## src/rtl/hc74_arb_pkg.sv

```systemverilog
// Shared types and defaults for the hc74_arb HC74 sequencer/arbiter.
package hc74_arb_pkg;

  localparam int DEF_SETTLE = 2;
  localparam int DEF_HOLD   = 1;

  typedef enum logic [1:0] {
    OP_NOP  = 2'b00,
    OP_SET  = 2'b01,
    OP_CLR  = 2'b10,
    OP_LOAD = 2'b11
  } op_e;

  typedef enum logic [2:0] {
    ST_INIT,
    ST_IDLE,
    ST_SETUP,
    ST_STROBE,
    ST_RELEASE,
    ST_ACK
  } state_e;

endpackage

```

## src/rtl/rr_arb2.sv

```systemverilog
// Two-way round-robin arbiter: the pointer wins ties and moves past each winner.
module rr_arb2 (
  input  logic       i_clk,
  input  logic       i_rst,
  input  logic [1:0] i_req,
  input  logic       i_advance,
  output logic [1:0] o_grant,
  output logic       o_ptr
);

  logic r_ptr;

  always_comb begin
    o_grant = i_req;
    if (i_req == 2'b11) o_grant = r_ptr ? 2'b10 : 2'b01;
  end

  always_ff @(posedge i_clk or posedge i_rst) begin
    if (i_rst)                     r_ptr <= 1'b0;
    else if (i_advance && |i_req)  r_ptr <= ~o_grant[1];
  end

  assign o_ptr = r_ptr;

endmodule

```

## src/rtl/hc74_arb.sv

```systemverilog
// Sequencer and two-requester arbiter driving one HC74 dual D flip-flop.
// Define HC74_ARB_READBACK_EN to add the shadow state (Q1, Q2, Rdata).
module hc74_arb
  import hc74_arb_pkg::*;
#(
  parameter int SETTLE_CYCLES = DEF_SETTLE,
  parameter int HOLD_CYCLES   = DEF_HOLD
) (
  input  logic       Clk,
  input  logic       Rst,
  input  logic [1:0] Req,
  input  logic [1:0] Op0,
  input  logic [1:0] Op1,
  input  logic       Ch0,
  input  logic       Ch1,
  input  logic       Din0,
  input  logic       Din1,
  output logic       S1,
  output logic       R1,
  output logic       D1,
  output logic       Ck1,
  output logic       S2,
  output logic       R2,
  output logic       D2,
  output logic       Ck2,
`ifdef HC74_ARB_READBACK_EN
  output logic       Q1,
  output logic       Q2,
  output logic       Rdata,
`endif
  output logic [1:0] Ack,
  output logic       Busy
);

  localparam int MAX_CYC = (SETTLE_CYCLES > HOLD_CYCLES) ? SETTLE_CYCLES : HOLD_CYCLES;
  localparam int CNT_W   = $clog2(MAX_CYC + 1);
  localparam logic [CNT_W-1:0] SETTLE_LD = CNT_W'(SETTLE_CYCLES - 1);
  localparam logic [CNT_W-1:0] HOLD_LD   = CNT_W'(HOLD_CYCLES - 1);

  state_e           r_state, w_state_nx;
  logic [CNT_W-1:0] r_cnt, w_cnt_nx;
  op_e              r_op, w_op_nx;
  logic             r_ch, w_ch_nx;
  logic             r_din, w_din_nx;
  logic             r_gnt, w_gnt_nx;
  logic [1:0]       w_grant;
  logic             w_advance;
  logic             w_unused_ptr;
  logic             w_strobe_nx;
  logic             r_s1, r_r1, r_d1, r_ck1;
  logic             r_s2, r_r2, r_d2, r_ck2;
  logic [1:0]       r_ack;

  rr_arb2 u_arb (
    .i_clk     (Clk),
    .i_rst     (Rst),
    .i_req     (Req),
    .i_advance (w_advance),
    .o_grant   (w_grant),
    .o_ptr     (w_unused_ptr)
  );

  // NOTE: every signal gets a default before the case so no path leaves one unassigned (no latches).
  always_comb begin
    w_state_nx = r_state;
    w_cnt_nx   = (r_cnt != '0) ? r_cnt - 1'b1 : '0;
    w_op_nx    = r_op;
    w_ch_nx    = r_ch;
    w_din_nx   = r_din;
    w_gnt_nx   = r_gnt;
    w_advance  = 1'b0;
    case (r_state)
      ST_INIT:    if (r_cnt == '0) w_state_nx = ST_IDLE;
      ST_IDLE: begin
        if (|Req) begin
          w_advance = 1'b1;
          w_gnt_nx  = w_grant[1];
          w_op_nx   = op_e'(w_grant[1] ? Op1 : Op0);
          w_ch_nx   = w_grant[1] ? Ch1 : Ch0;
          w_din_nx  = w_grant[1] ? Din1 : Din0;
          if (w_op_nx == OP_NOP) begin
            w_state_nx = ST_ACK;
          end else begin
            w_state_nx = ST_SETUP;
            w_cnt_nx   = SETTLE_LD;
          end
        end
      end
      ST_SETUP: begin
        if (r_cnt == '0) begin
          w_state_nx = ST_STROBE;
          w_cnt_nx   = HOLD_LD;
        end
      end
      ST_STROBE:  if (r_cnt == '0) w_state_nx = ST_RELEASE;
      ST_RELEASE: w_state_nx = ST_ACK;
      ST_ACK:     w_state_nx = ST_IDLE;
      default:    w_state_nx = ST_INIT;
    endcase
  end

  assign w_strobe_nx = (w_state_nx == ST_STROBE);

  // Pins are decoded from next-state values, so they stay registered yet align with their state.
  always_ff @(posedge Clk or posedge Rst) begin
    if (Rst) begin
      r_state <= ST_INIT;
      r_cnt   <= HOLD_LD;
      r_op    <= OP_NOP;
      r_ch    <= 1'b0;
      r_din   <= 1'b0;
      r_gnt   <= 1'b0;
      r_s1    <= 1'b1;
      r_r1    <= 1'b0;
      r_d1    <= 1'b0;
      r_ck1   <= 1'b0;
      r_s2    <= 1'b1;
      r_r2    <= 1'b0;
      r_d2    <= 1'b0;
      r_ck2   <= 1'b0;
      r_ack   <= 2'b00;
    end else begin
      // NOTE: non-blocking assignments so every register samples pre-edge values.
      r_state <= w_state_nx;
      r_cnt   <= w_cnt_nx;
      r_op    <= w_op_nx;
      r_ch    <= w_ch_nx;
      r_din   <= w_din_nx;
      r_gnt   <= w_gnt_nx;
      r_s1    <= !(w_strobe_nx && w_op_nx == OP_SET && !w_ch_nx);
      r_r1    <= (w_state_nx != ST_INIT) && !(w_strobe_nx && w_op_nx == OP_CLR && !w_ch_nx);
      r_ck1   <= w_strobe_nx && w_op_nx == OP_LOAD && !w_ch_nx;
      r_s2    <= !(w_strobe_nx && w_op_nx == OP_SET && w_ch_nx);
      r_r2    <= (w_state_nx != ST_INIT) && !(w_strobe_nx && w_op_nx == OP_CLR && w_ch_nx);
      r_ck2   <= w_strobe_nx && w_op_nx == OP_LOAD && w_ch_nx;
      if (w_state_nx == ST_SETUP && w_op_nx == OP_LOAD && !w_ch_nx) r_d1 <= w_din_nx;
      if (w_state_nx == ST_SETUP && w_op_nx == OP_LOAD &&  w_ch_nx) r_d2 <= w_din_nx;
      r_ack   <= (w_state_nx == ST_ACK) ? (w_gnt_nx ? 2'b10 : 2'b01) : 2'b00;
    end
  end

`ifdef HC74_ARB_READBACK_EN
  logic r_q1, r_q2, r_rdata, w_new_q;

  always_comb begin
    w_new_q = r_din;
    if (r_op == OP_SET)      w_new_q = 1'b1;
    else if (r_op == OP_CLR) w_new_q = 1'b0;
  end

  always_ff @(posedge Clk or posedge Rst) begin
    if (Rst) begin
      r_q1    <= 1'b0;
      r_q2    <= 1'b0;
      r_rdata <= 1'b0;
    end else if (r_state == ST_RELEASE) begin
      if (r_ch) r_q2 <= w_new_q;
      else      r_q1 <= w_new_q;
      r_rdata <= w_new_q;
    end else if (r_state == ST_IDLE && w_state_nx == ST_ACK) begin
      r_rdata <= w_ch_nx ? r_q2 : r_q1;
    end
  end

  assign Q1    = r_q1;
  assign Q2    = r_q2;
  assign Rdata = r_rdata;
`endif

  assign S1   = r_s1;
  assign R1   = r_r1;
  assign D1   = r_d1;
  assign Ck1  = r_ck1;
  assign S2   = r_s2;
  assign R2   = r_r2;
  assign D2   = r_d2;
  assign Ck2  = r_ck2;
  assign Ack  = r_ack;
  assign Busy = (r_state != ST_IDLE);

endmodule

```

## config.mk

```make
export PLATFORM = sky130hd
export DESIGN_NAME = hc74_arb
export DESIGN_NICKNAME = d
export VERILOG_FILES = /design/src/rtl/hc74_arb_pkg.sv /design/src/rtl/rr_arb2.sv /design/src/rtl/hc74_arb.sv
export SDC_FILE = /design/constraint.sdc
export NUM_CORES = 1
export LEC_CHECK = 0
export ABC_AREA = 1
export CORE_MARGIN = 4
export CORE_UTILIZATION = 38
export DETAILED_ROUTE_END_ITERATION = 6
export PLACE_DENSITY = 0.73
export SYNTH_ARGS = -nofsm -noshare
export SYNTH_HDL_FRONTEND = slang
export SYNTH_SLANG_ARGS = --single-unit
```

## constraint.sdc

```tcl
create_clock -name Clk -period 2.05 [get_ports Clk]
set_input_delay 0.41 -clock Clk [delete_from_list [all_inputs] [get_ports Clk]]
set_output_delay 0.41 -clock Clk [all_outputs]
set_load 0.005 [all_outputs]
```

======== After elaboration in Yosys (flattened, before gate mapping) ========
Cells that the tools add are included.
storage, ports and cells
  register bits after elaboration ......... 21
  output and inout port bits .............. 11
  word-level logic and storage cells ...... 85
cells by class
  bitwise gates (word level) .............. 1
  equal/unequal tests ..................... 13
  mux-type cells .......................... 28
  reduce and logical (&&, ||, !) cells .... 26
  $add $sub $neg .......................... 1
operator list
  kind                                                                    number
  2-bit 2-to-1 mux                                                        11
  3-bit case mux with 6 select lines                                      1
  1-bit logical AND                                                       15
  3-bit 2-to-1 mux                                                        5
  3-bit by 2-bit equality test with 1-bit output (second input constant)  4
  1-bit 2-to-1 mux                                                        10
  3-bit equality test (second input constant)                             3
  2-bit equality test (second input constant)                             3
  1-bit zero test                                                         5
  2-bit zero test                                                         2
  2-bit case mux with 2 select lines                                      1
  3-bit by 1-bit equality test with 1-bit output (second input constant)  1
  3-bit zero test                                                         1
  3-bit by 1-bit != test with 1-bit output (second input constant)        1
  3-bit nonzero test                                                      1
  2-bit by 1-bit equality test with 1-bit output (second input constant)  1
  2-bit nonzero test                                                      1
  2-bit OR reduction                                                      1
  2-bit by 1-bit subtractor with 2-bit output (second input constant)     1
  1-bit inverter                                                          1

======== Depth between registers and ports, before layout ========
Gate-level depths: netlist of run 1.
  depth after elaboration ................. 12
  gate-level depth with buffers ........... 11
  mapped depth without buffers ............ 11

======== Hierarchy ========
From an unflattened synthesis of run 1, not the netlist that was laid out.
second synthesis, totals
  cells, all modules ...................... 128
  area total of the unflattened synthesis .. 1,099.8 um^2
by module, submodules not included
  module    sequential area each (um^2)  cells each  times used  area an instance (um^2)
  hc74_arb  503.0                        119         1           1,036.0
  rr_arb2   25.0                         9           1           63.8

======== Least setup slack after synthesis of run 1 ========
No wires, ideal clock.
  path type ............................... register -> register
  from .................................... register r_state[2]
  to ...................................... register r_d1 (netlist: D1)
  slack ................................... 634 ps
  cell stages (with the launch flop) ...... 11
  arrival ................................. 1,299 ps
  data required time ...................... 1,933 ps
  cells stage by stage .................... dfrtp_1 -> inv_1 -> nand3_4 -> nor2_8 -> nand3_4 -> nand2_2 -> inv_2 -> nor2_4 -> nand3_1 -> nand2_1 -> nand2_1
on the way
  word-level cells in the longest chain between the ends .. 5
RTL lines
  what                                            line             RTL
  start: declaration                              hc74_arb.sv:40   state_e r_state, w_state_nx;
  start signal: assignment                        hc74_arb.sv:124  r_state <= w_state_nx;
  3-bit by 1-bit equality test with 1-bit output  hc74_arb.sv:72   case (r_state)
  2-bit 2-to-1 mux                                hc74_arb.sv:72
  named net w_op_nx[1]                            hc74_arb.sv:42   op_e r_op, w_op_nx;
  2-bit equality test                             hc74_arb.sv:136  if (w_state_nx == ST_SETUP && w_op_nx == OP_LOAD && !w_ch_nx) r_d1 <= w_din_nx;
  1-bit logical AND (2 in series)                 hc74_arb.sv:136
  end signal: assignment                          hc74_arb.sv:136
  end: declaration                                hc74_arb.sv:50   logic r_s1, r_r1, r_d1, r_ck1;
The timed path passes the listed nets, and every way through them passes these cells.
A chain may end at the register's enable or synchronous reset.

======== Worst setup path after layout of run 1 ========
  from .................................... register r_state[2]
  to ...................................... output Busy
on the way
  word-level cells in the longest chain between the ends .. 1
RTL lines
  what                                      line             RTL
  3-bit by 1-bit != test with 1-bit output  hc74_arb.sv:179  assign Busy = (r_state != ST_IDLE);
  end: declaration                          hc74_arb.sv:32   output logic Busy
Every way passes these cells.

==> reports/metrics.cfg, run 1 <==
[status]
status = finished, final reports clean

[timing]
slew_headroom = 0.6708
holdWs_ps = 421.0
grt_setup_unrepaired = false
final.setup.worst_slack_ps = 149.6
fin_skew_ps = 6.930
min_period_ps = 1900
fmax_mhz = 526.2
setup_viol = 0
finalMaxSlewViolations = 0
worstMarginPinSlew_ps = 488.6
period_share = 0.9270
hold_viol = 0

[finish]
finish.instance_area_um2 = 1318
final_common_cell = nand2_1
syn2layout_area_growth_pct = 29.36
layout_common_cells = nand2_1, clkdlybuf4s50_1, dfrtp_1, nor2_1, inv_1
final_nets = 156
layout-drive-gt1-share = 0.1748
diodes = 0

[critical_path]
worstPathRequired_ps = 1640
reg2reg_from = r_state[2]
max_stage_delay_ps = 470
r2r_end = D2
cp_max_fo = 4
crit_path_start_kind = register
cpMaxStageDelayCell = clkdlybuf4s50_1
criticalPathCategory = reg -> out
r2r_cells = 10
path_buf_inv = 2
crit_arrival_ps = 1490
rrSetupSlack_ps = 410
crit_chain = inv_1 -> nand3_4 -> clkdlybuf4s50_1
cp_top_family = buffers and inverters
crit_path_end_kind = output pin

[drt]
drc = 0
met3_length_um = 147
wl_per_cell_um = 12.49
wl_met2_mm = 1.078
dr.max_layer_used = met4
vias_per_cell = 4.931
route.vias.total = 853
first_pass_iters = 4
antenna_left = 0
drt-met1-wl_um = 897
wl_mm = 2.161
drtIter0Drc = 28

[place]
place_area_um2 = 1291
gp_congestion = 0.8837
pre_cts_ws_ps = -98.84
io_buffers = 22
dp_hpwl_mm = 1.719

[clock_network]
cts.clk_slew.worst_paths_ps = 110
post_cts_buffers = 0
clock-root-buffer = clkbuf_4
cts_hold_buf = 0
clock_sinks = 21
cts_buffers = 3
clock_path_buffers = 2
htree_levels = 1
cts_tree = yes
cts.repair.resized = 0
insertion_delay_ps = 300

[synth]
ys_seq_area_frac = 0.5184
syn_nets = 127
synth_cell_types = 22
syn_inst = 115
syn_area_per_cell_um2 = 8.856
ys_seq_elements = 21
netlist_area_um2 = 1018
yosys_warnings = 0

[worst_hold_path]
hold_path.class = in -> async

[die]
die_y_um = 59.77
initial_core_util = 0.4038
coreArea_um2 = 2522
rows = 18
fp.dieW_um = 59.77
dieArea_um2 = 3572
pin_count = 23

[grt]
grt_pass1_vias = 829
grt_antenna_before_repair = 0
grt_max_degree = 22
grt_usage = 0.1333
grt_pass1_wl_mm = 3.553
grt_remaining_overflow = 0

[power]
p_per_area_nw_per_um2 = 1360
vdd_ir_drop_max_mv = 0.9394
finalPower_uw = 1792
cellLeakagePower_uw = 0.0006275

[flow_run]
maxCapViolations = 0

-- worst max path at each step --
stage               startpoint  endpoint  slack (ps)  cells after the start
finish              r_state[2]      Busy         150                      3
detailed placement      Req[0]        R1        -100                     10
global route        r_state[2]      Busy          70                      3
CTS                 r_state[2]      Busy         150                      3
floorplan           r_state[2]        D1         630                     10
global placement        Req[0]        R1         -60                     10
-- where the power goes --
part / switching [uW] / internal [uW]
registers: 82.1 / 576
clock network: 118 / 75.8
logic: 574 / 366
total: 774 / 1020
-- per-layer routing --
layer | global-route usage | vias to the layer above
li1 | - | 417
met1 | 0.1572 | 395
met2 | 0.2222 | 35
met3 | 0.05616 | 6
met4 | 0.03481 | 0
met5 | 0 | -
-- worst reg2reg max path, cell delays in order (launching register included) --
cell and delay, ps:
dfrtp_1 410, inv_1 160, nand3_4 140, nor2_8 190
nand3_1 140, nand2_1 130, nor2_2 70, nor2_4 110
nand3_1 80, nand2_1 60, nand2_1 50
-- registers in the layout, summed over array words and instances, names as in the netlist, 2 cells and up --
name and flops:
r_cnt 2, Ack 2, r_state 3, r_op 2
-- stage by stage --
stage          cells  utilization  setup TNS (ps)
6_report         173       0.5223               0
2_1_floorplan    115            -               0
3_3_place_gp     169       0.5119          -124.0
4_1_cts          173       0.5223               0
5_1_grt          173       0.5223               0
3_5_place_dp     169       0.5119          -184.0
-- Yosys cell counts --
master | number | share of area
nor2_8 | 1 | 0.020
nor2_2 | 1 | 0.0061
o21ai_2 | 2 | 0.017
nand2_4 | 1 | 0.011
nand2_1 | 24 | 0.088
o211ai_1 | 1 | 0.0074
inv_1 | 14 | 0.052
nand3_4 | 2 | 0.034
a21oi_1 | 3 | 0.015
nor3_1 | 2 | 0.0098
nor2_1 | 16 | 0.059
nand2_2 | 4 | 0.025
o21ai_0 | 2 | 0.0098
dfrtp_1 | 19 | 0.47
dfstp_2 | 2 | 0.052
o21ai_1 | 1 | 0.0049
nor3_2 | 1 | 0.0098
nand3_1 | 10 | 0.049
inv_2 | 3 | 0.011
nand4_1 | 2 | 0.012
nand3b_1 | 1 | 0.0074
nor2_4 | 3 | 0.033
-- kinds of logic after synthesis --
family                 count (synthesis)  synth area share
DFF                                   21            0.5184
and+or+nand+nor                       68            0.3649
AOI/OAI and AO/OA                      9           0.05405
buffers and inverters                 17           0.06265
-- final cells by class --
cell class	instances	area (um^2)
tap	30	37.54
timing repair buffer	24	235.2
multi-input combinational	77	426.7
inverter	17	63.81
clock buffer	4	26.28
fill	244	1205
sequential	21	528.0
No activity file was read; power rests on OpenSTA's default activity.
==> run 2, diff against run 1 <==
--- a/config.mk
+++ b/config.mk
@@ -9,7 +9,8 @@
 export CORE_MARGIN = 4
 export CORE_UTILIZATION = 38
 export DETAILED_ROUTE_END_ITERATION = 6
-export PLACE_DENSITY = 0.73
+export PLACE_DENSITY = 0.72
 export SYNTH_ARGS = -nofsm -noshare
 export SYNTH_HDL_FRONTEND = slang
+export SYNTH_HIERARCHICAL = 1
 export SYNTH_SLANG_ARGS = --single-unit
==> run 2 against run 1 <==
Die area rose by 6.3%. Cell area rose by 10%. Utilization rose by 0.31 points. Fmax rose by 0.64%. Synthesized cell count rose by 10%. Largest power group unchanged. Count of clock-buffer cells in the layout did not move. Combinational power rose by 6%. Critical path depth did not move.
==> reports/metrics.cfg, run 2 <==
[grt]
use_met1 = 0.1660  ; +0.008832
grt_max_degree = 21  ; -4.5%
met3_usage = 0.02725  ; -0.02890
grt_usage = 0.1402  ; +0.006896
grt_pass1_wl_mm = 3.905  ; +9.9%
grt_antenna_before_repair = 0  ; unchanged
grt_use_met2 = 0.2436  ; +0.02143
grt_remaining_overflow = 0  ; unchanged
busiest_layer = met2
grt_pass1_vias = 961  ; +16%

[finish]
register_area_um2 = 528.0  ; unchanged
final_nets = 175  ; +12%
diodes = 0  ; unchanged
finish.instance_area_um2 = 1449  ; +10%
layout_common_cells = nand2_1, clkdlybuf4s50_1, dfrtp_1, nor2_1, inv_1
syn2layout_area_growth_pct = 32.65
layout-drive-gt1-share = 0.2716  ; +0.09678
final_common_cell = nand2_1
multiInputGateArea_um2 = 493.0  ; +16%
largest_reg_flops = 3  ; unchanged
fill_cells = 258  ; +5.7%
largest_register = r_state

[power]
vdd_ir_drop_max_mv = 0.7853  ; -16%
pwr-share-comb = 0.539  ; +0.014
p_per_area_nw_per_um2 = 1283  ; -5.7%
p_seq_frac = 0.353  ; -0.014
power.switching_uw = 800.2  ; +3.4%
p_sw_frac = 0.4306  ; -0.001255
finalPower_uw = 1859  ; +3.7%
p_clk_frac = 0.108  ; about the same
p_int_uw = 1058  ; +3.9%
cellLeakagePower_uw = 0.0007120  ; +13%

[status]
status = finished, final reports clean

[synth]
netlist_area_um2 = 1092  ; +7.2%
yosys_warnings = 6  ; +6
syn_area_per_cell_um2 = 8.601  ; -2.9%
syn_inst = 127  ; +10%
syn_nets = 139  ; +9.4%

[timing]
grt_setup_unrepaired = false
worstMarginPinSlew_ps = 288.5  ; -200.1 ps
period_share = 0.9212  ; -0.005868
holdWs_ps = 250.5  ; -170.5 ps
setup_tns_ps = 0  ; unchanged
fin_skew_ps = 4.039  ; -2.891 ps
slew_headroom = 0.8076  ; +0.1368
setup_viol = 0  ; unchanged
fmax_mhz = 529.6  ; +0.64%
finalMaxSlewViolations = 0  ; unchanged
hold_viol = 0  ; unchanged
min_period_ps = 1888  ; -12.03 ps

[place]
dp_hpwl_mm = 1.812  ; +5.4%
gp_congestion = 0.8903  ; +0.75%
io_buffers = 22  ; unchanged
place_area_um2 = 1419  ; +9.9%

[critical_path]
crit_path_start_kind = register
criticalPathCategory = reg -> out
crit_path_end_kind = output pin
crit_arrival_ps = 1480  ; about the same
worstPathRequired_ps = 1640  ; about the same
cp_max_fo = 5  ; +1

[drt]
wl_per_cell_um = 11.82  ; -5.3%
drc = 0  ; unchanged
drtIter0Drc = 22  ; -21%
first_pass_iters = 3  ; -1
vias_per_cell = 4.762  ; -3.4%
antenna_left = 0  ; unchanged
route.vias.total = 919  ; +7.7%
wl_mm = 2.282  ; +5.6%

[clock_network]
cts.clk_slew.worst_paths_ps = 110  ; about the same
clock-root-buffer = clkbuf_4
cts_buffers = 3  ; unchanged
cts_hold_buf = 0  ; unchanged
clock_path_buffers = 2  ; unchanged
htree_levels = 1  ; unchanged
clock_sinks = 21  ; unchanged
cts_tree = yes
insertion_delay_ps = 310  ; about the same

[die]
fp.dieW_um = 61.62  ; +3.1%
pin_count = 23  ; unchanged
die_y_um = 61.62  ; +3.1%
dieArea_um2 = 3796  ; +6.3%
initial_core_util = 0.3961  ; -0.007672
coreArea_um2 = 2758  ; +9.3%
rows = 19  ; +1

[flow_run]
maxCapViolations = 0  ; unchanged

[worst_hold_path]
hold_path.class = in -> async

## run 2: area by class of cell
| class | instances | area share |
|---|---|---|
| inverter | 20 | 0.05181 |
| tap | 31 | 0.02677 |
| sequential | 21 | 0.3644 |
| multi-input combinational | 86 | 0.3402 |
| timing repair buffer | 31 | 0.1986 |
| clock buffer | 4 | 0.01813 |
## run 2: timing repair
| item | CTS | global route |
|---|---|---|
| hold endpoints to repair | 0 | 0 |
| endpoints found under the setup margin | 0 | 5 |
| resized for setup | 0 | 1 |
| setup buffers | 0 | 0 |
## run 2: power groups by stage
stage | registers [uW] | clock network [uW] | logic, uW
after floorplan | 653 | 0 | 652
after global placement | 658 | 0 | 976
after detailed placement | 664 | 0 | 1010
after CTS | 656 | 215 | 1010
after global routing | 670 | 228 | 1120
final | 656 | 200 | 1000
## run 2: metal layers
layer,share of wire,vias up
li1,-,466
met5,0,-
met4,0.022,0
met3,0.028,6
met1,0.43,432
met2,0.52,15
## run 2: worst paths after layout
| check | startpoint | endpoint | slack, ps | cells past startpoint |
|---|---|---|---|---|
| min | Rst | u_arb/o_ptr | 250 | 2 |
| max reg2reg | u_arb/o_ptr | Ack[0] | 400 | 12 |
| max in group asynchronous | Rst | S1 | 1320 | 3 |
| min in group Clk | u_arb/o_ptr | u_arb/o_ptr | 510 | 2 |
| min reg2reg | u_arb/o_ptr | u_arb/o_ptr | 510 | 2 |
| max | r_state[2] | Busy | 160 | 3 |
## run 2: per-stage QoR
step / std cells / setup WS [ps] / util
2_1_floorplan: 127 / 433.4 / -
3_3_place_gp: 189 / -151.4 / 0.5145
3_5_place_dp: 189 / -203.3 / 0.5145
4_1_cts: 193 / 117.8 / 0.5240
5_1_grt: 193 / 67.07 / 0.5254
6_report: 193 / 161.6 / 0.5254
## run 2: critical path, cell delays in order, from the launching register on
cell             delay [ps]
dfrtp_1                 460
nor2_4                  170
nand2_4                  80
clkdlybuf4s50_1         450
==> run 3, diff against run 2 <==
--- a/config.mk
+++ b/config.mk
@@ -9,7 +9,9 @@
 export CORE_MARGIN = 4
 export CORE_UTILIZATION = 38
 export DETAILED_ROUTE_END_ITERATION = 6
+export GPL_TIMING_DRIVEN = 1
 export PLACE_DENSITY = 0.72
+export REMOVE_ABC_BUFFERS = 1
 export SYNTH_ARGS = -nofsm -noshare
 export SYNTH_HDL_FRONTEND = slang
 export SYNTH_HIERARCHICAL = 1
==> results of run 3 <==
The final DEF is identical to that of run 2; final timing and power are the same.
